<file path="src/rtl/input_event_capture_pkg.sv">
// input_event_capture_pkg: edge_mode encodings, pulse-width FSM states and edge qualification helper.
package input_event_capture_pkg;
    localparam logic [1:0] EDGE_NONE = 2'b00;
    localparam logic [1:0] EDGE_RISE = 2'b01;
    localparam logic [1:0] EDGE_FALL = 2'b10;
    localparam logic [1:0] EDGE_BOTH = 2'b11;

    typedef enum logic {PW_IDLE, PW_MEASURE} pw_state_e;

    function automatic logic edge_selected(input logic [1:0] mode, input logic rise, input logic fall);
        return (mode != EDGE_NONE) && ((rise && mode != EDGE_FALL) || (fall && mode inside {EDGE_FALL, EDGE_BOTH}));
    endfunction
endpackage

</file>
<file path="src/rtl/input_event_capture_edge_detect.sv">
// edge_detect: registers the synchronised input and flags rise/fall once primed after reset.
module edge_detect
    import input_event_capture_pkg::*;
(
    input  logic clk,
    input  logic resn,
    input  logic sync_in,
    output logic rise,
    output logic fall
);
    logic prev_q, prev_d, primed_q, primed_d;

    always_comb begin
        prev_d   = sync_in;
        primed_d = 1'b1;
    end

    always_ff @(posedge clk or negedge resn) begin
        if (!resn) begin
            prev_q   <= 1'b0;
            primed_q <= 1'b0;
        end else begin
            prev_q   <= prev_d;
            primed_q <= primed_d;
        end
    end

    assign rise = primed_q & sync_in & ~prev_q;
    assign fall = primed_q & ~sync_in & prev_q;
endmodule

</file>
<file path="src/rtl/input_event_capture.sv">
// input_event_capture: qualified edge counter with sticky irq/overflow; optional high-pulse
// width measurement compiled in when PULSE_WIDTH_EN is defined.
module input_event_capture
    import input_event_capture_pkg::*;
#(
    parameter int CNT_WIDTH = 16,
    parameter int PW_WIDTH  = 24
) (
    input  logic                 clk,
    input  logic                 resn,
    input  logic                 sync_in,
    input  logic                 enable,
    input  logic [1:0]           edge_mode,
    input  logic                 clear,
    output logic                 event_pulse,
    output logic [CNT_WIDTH-1:0] event_count,
    output logic                 irq_pending,
    output logic                 overflow,
    output logic [PW_WIDTH-1:0]  pulse_width,
    output logic                 pulse_width_valid
);
    logic rise, fall, qual;
    logic event_pulse_q, event_pulse_d, irq_q, irq_d, ovf_q, ovf_d;
    logic [CNT_WIDTH-1:0] count_q, count_d;

    edge_detect u_edge (
        .clk     (clk),
        .resn    (resn),
        .sync_in (sync_in),
        .rise    (rise),
        .fall    (fall)
    );

    // Clear wins over history but a coincident edge still lands in the fresh state.
    always_comb begin
        qual          = enable && edge_selected(edge_mode, rise, fall);
        event_pulse_d = qual;
        irq_d         = (irq_q && !clear) || qual;
        ovf_d         = !clear && (ovf_q || (qual && &count_q));
        count_d       = clear ? CNT_WIDTH'(qual) : (qual && !(&count_q)) ? count_q + 1'b1 : count_q;
    end

    always_ff @(posedge clk or negedge resn) begin
        if (!resn) begin
            event_pulse_q <= 1'b0;
            irq_q         <= 1'b0;
            ovf_q         <= 1'b0;
            count_q       <= '0;
        end else begin
            event_pulse_q <= event_pulse_d;
            irq_q         <= irq_d;
            ovf_q         <= ovf_d;
            count_q       <= count_d;
        end
    end

    assign event_pulse = event_pulse_q;
    assign event_count = count_q;
    assign irq_pending = irq_q;
    assign overflow    = ovf_q;

`ifdef PULSE_WIDTH_EN
    pw_state_e state_q, state_d;
    logic [PW_WIDTH-1:0] pw_cnt_q, pw_cnt_d, pw_q, pw_d;
    logic pw_valid_q, pw_valid_d;

    always_comb begin
        state_d    = state_q;
        pw_cnt_d   = pw_cnt_q;
        pw_d       = pw_q;
        pw_valid_d = 1'b0;
        if (state_q == PW_IDLE) begin
            if (rise && enable) begin
                state_d  = PW_MEASURE;
                pw_cnt_d = PW_WIDTH'(1);
            end
        end else if (!enable || clear) begin
            state_d = PW_IDLE;
        end else if (fall) begin
            state_d    = PW_IDLE;
            pw_d       = pw_cnt_q;
            pw_valid_d = 1'b1;
        end else if (sync_in && !(&pw_cnt_q)) begin
            pw_cnt_d = pw_cnt_q + 1'b1;
        end
    end

    always_ff @(posedge clk or negedge resn) begin
        if (!resn) begin
            state_q    <= PW_IDLE;
            pw_cnt_q   <= '0;
            pw_q       <= '0;
            pw_valid_q <= 1'b0;
        end else begin
            state_q    <= state_d;
            pw_cnt_q   <= pw_cnt_d;
            pw_q       <= pw_d;
            pw_valid_q <= pw_valid_d;
        end
    end

    assign pulse_width       = pw_q;
    assign pulse_width_valid = pw_valid_q;
`else
    assign pulse_width       = '0;
    assign pulse_width_valid = 1'b0;
`endif
endmodule

</file>
<file path="config.mk">
export PLATFORM = sky130hd
export DESIGN_NAME = input_event_capture
export DESIGN_NICKNAME = d
export VERILOG_FILES = /design/src/rtl/input_event_capture_pkg.sv /design/src/rtl/input_event_capture_edge_detect.sv /design/src/rtl/input_event_capture.sv
export SDC_FILE = /design/constraint.sdc
export NUM_CORES = 1
export LEC_CHECK = 0
export BUFFER_PORTS_ARGS = -buffer_cell sky130_fd_sc_hd__buf_2
export CAP_MARGIN = 5
export CORE_MARGIN = 4
export CORE_UTILIZATION = 44
export DETAILED_ROUTE_END_ITERATION = 7
export PLACE_DENSITY = 0.82
export SETUP_SLACK_MARGIN = 0.02
export SYNTH_ARGS = -nofsm -noshare
export SYNTH_HDL_FRONTEND = slang
export SYNTH_SLANG_ARGS = --single-unit
</file>
<file path="constraint.sdc">
create_clock -name clk -period 1.7 [get_ports clk]
set_input_delay 0.17 -clock clk [delete_from_list [all_inputs] [get_ports clk]]
set_output_delay 0.17 -clock clk [all_outputs]
set_load 0.03 [all_outputs]
</file>
-- Word level (Yosys, flattened, before mapping)
Cells that the tools add are included.
- flip-flop bits (word level): 21
- logic and storage cells: 35
- reductions and logical operators: 17
- add/subtract/negate cells: 1
- bitwise logic cells: 6
- eq/ne operators: 3
- mux-type cells: 2
- operators by type and width (operator ; number):
    two-way mux 16 bit ; 2
    adder 16 x 1 -> 16 bit (second input constant) ; 1
    AND reduction 16 bit ; 1
    logical AND 1 bit ; 8
    nonzero test 2 bit ; 3
    AND 1 bit ; 4
    == test 2 bit (second input constant) ; 2
    logical OR 1 bit ; 3
    logical NOT 1 bit ; 2
    != test 2 bit (second input constant) ; 1
    NOT 1 bit ; 2

-- Longest topological paths before layout
Gate-level depths: netlist of run 1.
- word-level depth: 10
- mapped depth: 6
- mapped depth without buffers: 5

-- Hierarchy
A second synthesis of run 1 with hierarchy kept.
- cell total of the unflattened synthesis: 137
- area total of the unflattened synthesis: 1335.0 µm²
- by module, submodules not included (module ; times used ; cells each ; area an instance (µm²)):
    input_event_capture ; 1 ; 132 ; 1263.7
    edge_detect ; 1 ; 5 ; 71.3

-- Least setup slack after synthesis of run 1
No wires, ideal clock.
- kind: register to register
- start point: register count_q[0] (netlist: event_count[0])
- end point: register count_q[14] (netlist: event_count[14])
- buffers on the path: 0
- arrival time: 1.854 ns
- cell stages (with the launch flop): 6
- library setup time: 0.077 ns
- required time: 1.623 ns
- setup slack: -0.231 ns
- path through: dfrtp_1 > ha_1 > nand3_4 > a2111o_1 > or3_1 > a21oi_1
- cells in the longest elaborated chain, start to end: 4
- elaborated cells on any way between the ends: 7
- those cells by class: add/sub (1); mux (2); reduce/logical (4)
- RTL lines (item ; RTL line ; text):
    start: declaration ; input_event_capture.sv:24 ; logic [CNT_WIDTH-1:0] count_q, count_d;
    start signal: assignment ; input_event_capture.sv:53 ; count_q <= count_d;
    parallel branches: the longest is 4 deep, another holds adder 16 x 1 -> 16 bit ; -- ;
Parallel ways; which one is timed is not known. The select of a mux whose other input is x is not followed.
A chain may end at the register's enable or synchronous reset.

-- Final worst setup path of run 1
- start point: register u_edge.prev_q
- end point: register count_q[13] (netlist: event_count[13])
- cells in the longest elaborated chain, start to end: 8
- elaborated cells on any way between the ends: 10
- those cells by class: bitwise (3); reduce/logical (7)
- RTL lines (item ; RTL line ; text):
    start: declaration ; input_event_capture_edge_detect.sv:11 ; logic prev_q, prev_d, primed_q, primed_d;
    start signal: assignment ; input_event_capture_edge_detect.sv:23 ; prev_q <= prev_d;
    NOT 1 bit ; input_event_capture_edge_detect.sv:28 ; assign rise = primed_q & sync_in & ~prev_q;
    AND 1 bit ; input_event_capture_edge_detect.sv:28 ;
    logical AND 1 bit ; input_event_capture_pkg.sv:11 ; return (mode != EDGE_NONE) && ((rise && mode != EDGE_FALL) || (fall && mode inside {EDGE_FALL, EDGE_BOTH}));
    logical OR 1 bit (*) ; input_event_capture_pkg.sv:11 ;
    logical AND 1 bit (*) ; input_event_capture_pkg.sv:11 ;
    logical AND 1 bit (*) ; input_event_capture.sv:36 ; qual = enable && edge_selected(edge_mode, rise, fall);
    logical AND 1 bit (*) ; input_event_capture.sv:40 ; count_d = clear ? CNT_WIDTH'(qual) : (qual && !(&count_q)) ? count_q + 1'b1 : count_q;
    nonzero test 2 bit (no line) (*) ; -- ;
Every way passes the cells marked *; elsewhere a longest branch is shown, timed or not.

==> results of run 1 <==
## how the worst min path moves through the flow
| stage | endpoint | slack, ns | cells past startpoint |
|---|---|---|---|
| 4_1_cts | event_count[13] | 0.26 | 2 |
| 3_5_place_dp | event_count[5] | 0.16 | 1 |
| 5_1_grt | event_count[9] | 0.28 | 2 |
| 2_1_floorplan | event_count[0] | -0.13 | 0 |
| 3_3_place_gp | irq_pending | 0.14 | 1 |
| 6_report | event_count[9] | 0.28 | 2 |
## layer usage
| metal | vias up | part of all wire, % |
|---|---|---|
| met3 | 9 | 6.9 |
| met4 | 0 | 2.0 |
| met2 | 58 | 51 |
| met1 | 587 | 40 |
| li1 | 562 | - |
| met5 | - | 0 |
## worst max-delay path: stages, from the launching register on
cell	delay, ns
dfrtp_1	0.40
nand3b_1	0.20
a21o_1	0.27
buf_4	0.17
or4_4	0.50
a21oi_2	0.14
## per-stage QoR
step | TNS [ns] | hold slack, ns
4_1_cts | -0.05036 | 0.2564
2_1_floorplan | -0.1524 | -0.1256
3_5_place_dp | -0.1990 | 0.1614
6_report | -0.3779 | 0.2771
3_3_place_gp | 0 | 0.1433
5_1_grt | -1.045 | 0.2756
## cell type report
class | count | area, sq um
multi-input cells | 108 | 760.7
inverters | 4 | 15.01
clock buffers | 4 | 26.28
fillers | 230 | 1110
well taps | 31 | 38.79
flip-flops and latches | 21 | 538.0
repair buffers | 52 | 340.3
## registers in the layout, summed over array words and instances, names as in the netlist
name,flops
event_count,16
event_pulse,1
irq_pending,1
overflow,1
u_edge.prev_q,1
u_edge.primed_q,1
## power by group
| group | switching, mW | internal (mW) |
|---|---|---|
| combinational | 0.121 | 0.0297 |
| sequential | 0.00500 | 0.507 |
| clock | 0.168 | 0.0919 |
## cell usage after synthesis, types with 2 or more instances
library cell  count
nor2_1            5
mux2_2            2
o21ai_0           3
a21oi_1          11
buf_4            25
o31ai_1          10
nand3b_1          3
nand2_1           7
nand3_1           5
dfrtp_1          21
nand4_1           3
and4_1            2
or4_1             6
or3_1             3
conb_1            2
nor4_1            3
buf_2             2
nor2b_1           3
inv_1             4
## cell families after synthesis
family	after synthesis	share of synthesized area, %
AND/OR/NAND/NOR	47	23.47
buffers and inverters	34	17.75
AO/OA/AOI/OAI	32	16.15
flip-flops	21	39.44
multiplexers	2	1.690
other	2	0.5636
adder cells (fa/ha/maj)	1	0.9388
## repair_timing
item	CTS	global route
gates resized for setup	7	16
endpoints found under the setup margin	10	17
hold endpoints to repair	22	0
hold buffers	2	0
setup buffers	3	10
pin swaps	10	6
==> flow_metrics.py, run 1 <==
metrics = {
    "placement": {
        "gp_congestion": 0.7870,
        "io_buffers": 25,
        "dp_cells": 201,
        "dp_hpwl_mm": 2.269,
        "pre_cts_slack_ns": -0.05650,
        "postPlaceCellArea_sq_um": 1480,
    },
    "hold_path": {
        "min_from": "clear",
        "hold_class": "in2reg",
    },
    "routing": {
        "drt_iter0_markers": 83,
        "vias_per_cell": 5.527,
        "ant_nets": 0,
        "first_pass_iters": 4,
        "wire_per_inst_um": 15.48,
        "dr_total_vias": 1216,
        "drc": 0,
        "wirelength_mm": 3.405,
    },
    "logic_synthesis": {
        "netlist_instances": 139,
        "yosys.cell_types.count": 38,
        "synth_edf_count": 0,
        "synth_area_per_cell_sq_um": 9.587,
        "post-synth-top-area-cell": "dfrtp_1",
        "synthFlopType": "dfrtp_1",
        "synth.top_cell.area_share_pct": 39.44,
        "ys_ff_latch": 21,
        "syn_area_sq_um": 1333,
        "yosys_warnings": 0,
        "synth-async-reset-ratio_pct": 100.0,
        "yosysSeqAreaShare_pct": 39.44,
        "synthTopCellsByArea": "dfrtp_1, buf_4, o31ai_1",
    },
    "outcome": {
        "status": "finished, violations left",
        "violations": "negative setup slack",
    },
    "global_routing": {
        "use_met2_pct": 28.85,
        "busiest_layer": "met2",
        "grt_usage_pct": 16.60,
        "antenna_found_initial": 0,
        "use_met3_pct": 3.058,
        "grt_pass1_wl_mm": 5.347,
        "grt_pass1_vias": 1137,
        "met1_usage_pct": 19.44,
        "grt_max_degree": 22,
        "grt_overflow": 0,
    },
    "die": {
        "dieArea_sq_um": 3973,
        "core_area_sq_um": 2829,
        "num_rows": 19,
        "die_x_um": 63.03,
        "die_h_um": 63.03,
        "initial_core_util_pct": 47.10,
        "pin_count": 51,
    },
    "cts": {
        "cts.sinks": 21,
        "clkTransAtPathRegs_ns": 0.13,
        "clockBufferDepth": 2,
        "cts_tree": "built",
        "cts_root_buf": "clkbuf_4",
        "cts_buffers": 3,
        "clock_latency_ns": 0.32,
        "cts_max_level": 1,
    },
    "layout": {
        "fin_nets": 198,
        "antenna_cells": 0,
        "stdcell_area_sq_um": 1719,
        "final_cell_mix": "conb_1, buf_2, buf_4",
        "layout_commonest_cell": "conb_1",
        "drive_gt1_share_pct": 46.56,
        "postLayoutCoreUtil_pct": 60.77,
        "layoutNonFillerInstCount": 220,
        "areaGrowthSynthToFinish_pct": 29.01,
    },
    "sta": {
        "setup_viol": 10,
        "slew_viol_final": 0,
        "fmax_mhz": 564.8,
        "rsz0062_at_grt": "yes",
        "min_period_ns": 1.771,
        "period_share_pct": 104.2,
        "fin_skew_ns": 0.008732,
        "setup_slack_ns": -0.07058,
        "hold_viol_final": 0,
    },
    "power": {
        "p_leak_nw": 0.7881,
        "power.density_nw_per_um2": 536.7,
        "peakVddDrop_uv": 268.1,
        "p_total_uw": 922.6,
    },
    "setup_path": {
        "cp-start-kind": "flop",
        "r2r_start": "u_edge.prev_q",
        "worst-path-max-fanout": 6,
        "rr_worst_depth": 5,
        "worst-setup-path-type": "reg2reg",
        "crit_arrival_ns": 2.02,
        "regToRegSetupSlack_ns": -0.07,
        "required_ns": 1.95,
        "end_kind": "flop",
        "critPathLaunch": "u_edge.prev_q",
        "cp-endpoint": "event_count[13]",
        "r2r_end": "event_count[13]",
    },
    "flow_run": {
        "cap_violations": 0,
    },
}
Power figures use the tool's default switching activity.
==> run 2: changes to the inputs <==
ABC_AREA = 1   (was default)
CORE_UTILIZATION = 45   (was 44)
==> flow_metrics.py, run 2 <==
metrics = {
    "placement": {
        "dp_hpwl_mm": 2.221,
        "postPlaceCellArea_sq_um": 1528,
        "pre_cts_slack_ns": -0.004412,
        "io_buffers": 25,
        "dp_cells": 271,
        "gp_congestion": 0.8741,
    },
    "sta": {
        "setup_slack_ns": 0.09049,
        "whs_ns": 0.1709,
        "fmax_mhz": 621.3,
        "fin_skew_ns": 0.004035,
        "relSlewSlack_pct": 66.33,
        "finalSetupTns_ns": 0,
        "slew_viol_final": 0,
        "rsz0062_at_grt": "no",
        "period_share_pct": 94.68,
        "min_period_ns": 1.610,
        "hold_viol_final": 0,
        "setup_viol": 0,
        "worstMarginPinSlew_ns": 0.5019,
    },
    "die": {
        "initial_core_util_pct": 47.17,
        "die_x_um": 64.57,
        "dieArea_sq_um": 4169,
        "pin_count": 51,
        "num_rows": 20,
        "core_area_sq_um": 3053,
        "die_h_um": 64.57,
    },
    "layout": {
        "final_cell_mix": "nand2_1, conb_1, buf_2",
        "postLayoutCoreUtil_pct": 54.14,
        "stdcell_area_sq_um": 1653,
        "largest_register_ffs": 16,
        "layoutNonFillerInstCount": 283,
        "fin_nets": 248,
        "drive_gt1_share_pct": 20.50,
        "areaGrowthSynthToFinish_pct": 14.77,
        "layout_commonest_cell": "nand2_1",
        "antenna_cells": 0,
        "nFillCells": 308,
    },
    "logic_synthesis": {
        "post-synth-top-area-cell": "dfrtp_1",
        "synthTopCellsByCount": "nand2_1, buf_4, dfrtp_1",
        "ys_ff_latch": 21,
        "yosys_warnings": 0,
        "netlist_instances": 203,
        "yosys.cell_types.count": 23,
        "synth_area_per_cell_sq_um": 7.094,
        "yosysSeqAreaShare_pct": 36.49,
        "synth-async-reset-ratio_pct": 100.0,
        "synth_edf_count": 0,
        "syn_area_sq_um": 1440,
        "synthFlopType": "dfrtp_1",
        "synth_most_common_cell": "nand2_1",
        "synth.top_cell.area_share_pct": 36.49,
        "synthTopCellsByArea": "dfrtp_1, nand2_1, buf_4",
    },
    "global_routing": {
        "grt_max_degree": 22,
        "grt_pass1_vias": 1130,
        "grt_overflow": 0,
        "grt_pass1_wl_mm": 5.092,
        "antenna_found_initial": 0,
        "grt_usage_pct": 14.95,
    },
    "setup_path": {
        "cp-start-kind": "flop",
        "path_buf_inv": 1,
        "cp-endpoint": "event_count[0]",
        "r2r_end": "event_count[0]",
        "required_ns": 1.95,
        "cp_cell_sequence": "ha_4 > nand2_2 > nor2_4 > nand2_2 > nor2_4 > nor2_4 > buf_12 > nor2_4 > nand2_1 > nand2_1",
        "path_delay_family": "simple AND/OR/NAND/NOR gates",
        "end_kind": "flop",
        "critPathLaunch": "event_count[0]",
        "cp_slowest_stage_delay_ns": 0.42,
        "crit_top_cell": "nor2_4",
        "worst-setup-path-type": "reg2reg",
        "regToRegSetupSlack_ns": 0.09,
        "r2r_start": "event_count[0]",
        "worst-path-max-fanout": 7,
        "crit_arrival_ns": 1.86,
        "cp.depth": 10,
        "cp_slowest_cell": "dfrtp_2",
        "rr_worst_depth": 10,
    },
    "routing": {
        "wirelength_mm": 3.225,
        "drc": 0,
        "ant_nets": 0,
        "first_pass_iters": 4,
        "drt_iter0_markers": 73,
        "dr_total_vias": 1367,
        "vias_per_cell": 4.830,
        "wire_per_inst_um": 11.40,
    },
    "cts": {
        "clkTransAtPathRegs_ns": 0.11,
        "clockBufferDepth": 2,
        "cts_buffers": 3,
        "cts_tree": "built",
        "cts.sinks": 21,
        "cts_root_buf": "clkbuf_4",
        "clock_latency_ns": 0.30,
        "cts_max_level": 1,
    },
    "power": {
        "switching_power_uw": 297.9,
        "intPower_uw": 631.4,
        "combPwrFrac_pct": 18.5,
        "p_leak_nw": 0.8936,
        "switching_share_pct": 32.06,
        "clkPwrFrac_pct": 26.1,
        "peakVddDrop_uv": 344.6,
        "p_total_uw": 929.4,
        "power.density_nw_per_um2": 562.3,
        "p_seq_share_pct": 55.4,
    },
    "outcome": {
        "status": "complete, no violations",
    },
    "flow_run": {
        "cap_violations": 0,
    },
    "hold_path": {
        "hold_class": "in2reg",
        "holdPathStages": 2,
    },
}
run 2: cell count changes in the layout (fill, tap and decap cells not counted), moves of 5 or more:
cell     delta
inv_1      +13
o31ai_1     -9
a21oi_2     -6
or4_4       -5
nor2_1     +15
buf_4      -16
dfrtp_2     -8
nand2_1    +64
nand3_1     +7
dfrtp_1     +8
nand4_1     +8
run 2: cell families (layout without fill, tap and decap cells):
group,count (synthesis),in the layout,synth area share (%)
other cells,2,26,0.5215
simple gates,124,125,39.01
flops,21,21,36.49
buf+inv,45,56,18.85
fa+ha+maj,1,1,0.8687
compound gates,9,9,3.648
xor+xnor,1,1,0.6083
run 2: final cells by class:
type                    instances  area (sq um)  area share, %
clock buffers                   4         26.28          1.590
inverters                      17         63.81          3.861
multi-input cells             162         762.0          46.10
flip-flops and latches         21         528.0          31.95
well taps                      44         55.05          3.331
repair buffers                 35         217.7          13.17
run 2: worst min path at each step:
stage / to / slack, ns / startpoint
final: overflow / 0.17 / clear
after global routing: overflow / 0.17 / clear
after CTS: overflow / 0.09 / clear
after detailed placement: event_count[3] / 0.15 / resn
after global placement: event_count[3] / 0.15 / resn
after floorplan: event_count[0] / -0.13 / resn
run 2: per-layer routing:
layer	GRT usage (%)	vias to the layer above	part of all wire [%]
li1	-	666	-
met1	19.48	623	41
met2	25.00	73	47
met3	2.773	5	10
met4	4.749	0	1.1
met5	0	-	0
run 2: worst register-to-register path: cells and delay by family, from the launching register on:
family / cells / cell delay [ns]
and+or+nand+nor: 8 / 0.86
buffers and inverters: 1 / 0.13
adders and majority gates: 1 / 0.15
DFF: 1 / 0.42
run 2: power by group through the flow:
stage | logic, mW | registers, mW | clock network (mW)
after floorplan | 0.156 | 0.536 | 0
after detailed placement | 0.154 | 0.523 | 0
after global routing | 0.186 | 0.517 | 0.272
after CTS | 0.165 | 0.514 | 0.255
final | 0.172 | 0.515 | 0.243
after global placement | 0.153 | 0.523 | 0
run 2: repair_timing:
action | CTS | global route
endpoints found under the hold margin | 22 | 0
gates cloned | 0 | 1
hold buffers | 2 | 0
setup buffers | 3 | 2
pin swaps | 1 | 4
gates resized for setup | 0 | 4
setup endpoints to repair | 15 | 15
==> run 3: changes to the inputs <==
CORE_ASPECT_RATIO = 2   (was default)
==> flow_metrics.py, run 3 (synthesis results as in run 2) <==
metrics = {
    "outcome": {
        "status": "complete, no violations",
    },
    "routing": {
        "drc": 0,
        "wire_per_inst_um": 12.64,
        "dr_wl_met2_mm": 1.771,
        "dr_wl_met3_um": 283,
        "dr_total_vias": 1348,
        "routed.top_layer": "met4",
        "ant_nets": 0,
        "first_pass_iters": 5,
        "wirelength_mm": 3.400,
        "vias_per_cell": 5.011,
        "drt_iter0_markers": 40,
        "m1WireLength_mm": 1.231,
    },
    "global_routing": {
        "grt_pass1_vias": 1295,
        "grt_overflow": 0,
        "antenna_found_initial": 0,
        "grt_usage_pct": 18.23,
        "grt_max_degree": 22,
        "grt_pass1_wl_mm": 5.561,
    },
    "cts": {
        "clockBufferDepth": 2,
        "cts_tree": "built",
        "clkTransAtPathRegs_ns": 0.08,
        "clock_latency_ns": 0.26,
        "cts.sinks": 21,
        "cts_buffers": 3,
        "cts_max_level": 1,
        "cts_root_buf": "clkbuf_8",
    },
    "setup_path": {
        "crit_top_cell": "nor2_4",
        "path_delay_family": "simple AND/OR/NAND/NOR gates",
        "path_buf_inv": 1,
        "worst-setup-path-type": "reg2reg",
        "crit_arrival_ns": 1.82,
        "cp_slowest_cell": "dfrtp_2",
        "rr_worst_depth": 10,
        "r2r_start": "event_count[0]",
        "worst-path-max-fanout": 7,
        "r2r_end": "event_count[8]",
        "cp_cell_sequence": "ha_4 > nand2_2 > nor2_4 > nand2_2 > nor2_4 > nor2_4 > buf_12 > nor2_4 > nand2_1 > nand2_1",
        "required_ns": 1.91,
        "cp-start-kind": "flop",
        "end_kind": "flop",
        "critPathLaunch": "event_count[0]",
        "regToRegSetupSlack_ns": 0.09,
        "cp_slowest_stage_delay_ns": 0.41,
    },
    "hold_path": {
        "worstHoldEndpoint": "u_edge.prev_q",
        "hold_class": "in2reg",
        "holdPathStages": 1,
        "min_from": "sync_in",
    },
    "layout": {
        "final_cell_mix": "nand2_1, conb_1, buf_2",
        "antenna_cells": 0,
        "areaGrowthSynthToFinish_pct": 14.94,
        "largest_register_ffs": 16,
        "drive_gt1_share_pct": 21.76,
        "layout_commonest_cell": "nand2_1",
        "fin_nets": 248,
    },
    "die": {
        "initial_core_util_pct": 47.80,
        "die_h_um": 88,
        "num_rows": 28,
        "pin_count": 51,
        "dieArea_sq_um": 4224,
        "core_area_sq_um": 3013,
        "die_x_um": 48,
    },
    "sta": {
        "fin_skew_ns": 0.0006594,
        "fmax_mhz": 622.2,
        "finalSetupTns_ns": 0,
        "period_share_pct": 94.54,
        "slew_viol_final": 0,
        "whs_ns": 0.03176,
        "min_period_ns": 1.607,
        "setup_viol": 0,
        "rsz0062_at_grt": "no",
        "hold_viol_final": 0,
    },
    "placement": {
        "dp_hpwl_mm": 2.417,
        "gp_congestion": 0.8213,
        "io_buffers": 25,
    },
    "power": {
        "p_leak_nw": 0.9041,
        "peakVddDrop_uv": 471.3,
        "power.density_nw_per_um2": 620.9,
    },
    "flow_run": {
        "cap_violations": 0,
    },
}
[run 3: cell types whose count changed in the layout (fill, tap and decap cells not counted)]
| cell | previous run | this run |
|---|---|---|
| nor2_2 | 2 | 3 |
| buf_4 | 7 | 8 |
| clkbuf_4 | 3 | 0 |
| dlygate4sd3_1 | 2 | 1 |
| clkbuf_1 | 1 | 0 |
| clkbuf_8 | 0 | 3 |
| clkinv_2 | 0 | 1 |
| nor2_1 | 20 | 19 |
[run 3: final cells by class]
cell class	count	area [sq um]
fill	298	1358
multi-input combinational	162	764.5
sequential	21	528.0
timing repair buffer	35	215.2
inverter	17	63.81
clock buffer	3	41.29
tap	30	37.54
clock inverter	1	5.005
[run 3: through the flow]
stage               power [mW]  cells  setup slack (ns)  cell area (sq um)  util, %
detailed placement      0.6815    259          -0.05298               1525    50.62
floorplan               0.6923    227           0.04328               1533        -
global route             1.068    269           0.01251               1655    54.94
finish                   1.028    269           0.09284               1655    54.94
CTS                      1.026    267           0.03049               1620    53.78
global placement        0.6786    259           0.03053               1525    50.62
[run 3: worst max path at each step]
| stage | end | slack (ns) | cells past startpoint |
|---|---|---|---|
| global route | event_count[8] | 0.01 | 9 |
| CTS | event_count[9] | 0.03 | 10 |
| global placement | event_count[0] | 0.03 | 9 |
| detailed placement | event_count[14] | -0.05 | 9 |
| finish | event_count[8] | 0.09 | 10 |
| floorplan | event_count[3] | 0.04 | 9 |
[run 3: routing by layer]
| layer | up-vias | GRT usage [%] |
|---|---|---|
| met5 | - | 0 |
| met4 | 0 | 10.78 |
| met3 | 12 | 3.292 |
| met2 | 71 | 29.79 |
| met1 | 601 | 20.80 |
| li1 | 664 | - |
[run 3: what timing repair did]
item / CTS / global route
hold buffers: 1 / 0
pin swaps: 2 / 4
gates resized for setup: 0 / 5
setup buffers: 2 / 2
cloned: 1 / 0
endpoints found under the hold margin: 21 / 0
endpoints found under the setup margin: 15 / 16
[run 3: where the power goes]
part	internal, mW	switching (mW)
Sequential	0.508	0.00687
Clock	0.164	0.177
Combinational	0.0313	0.141
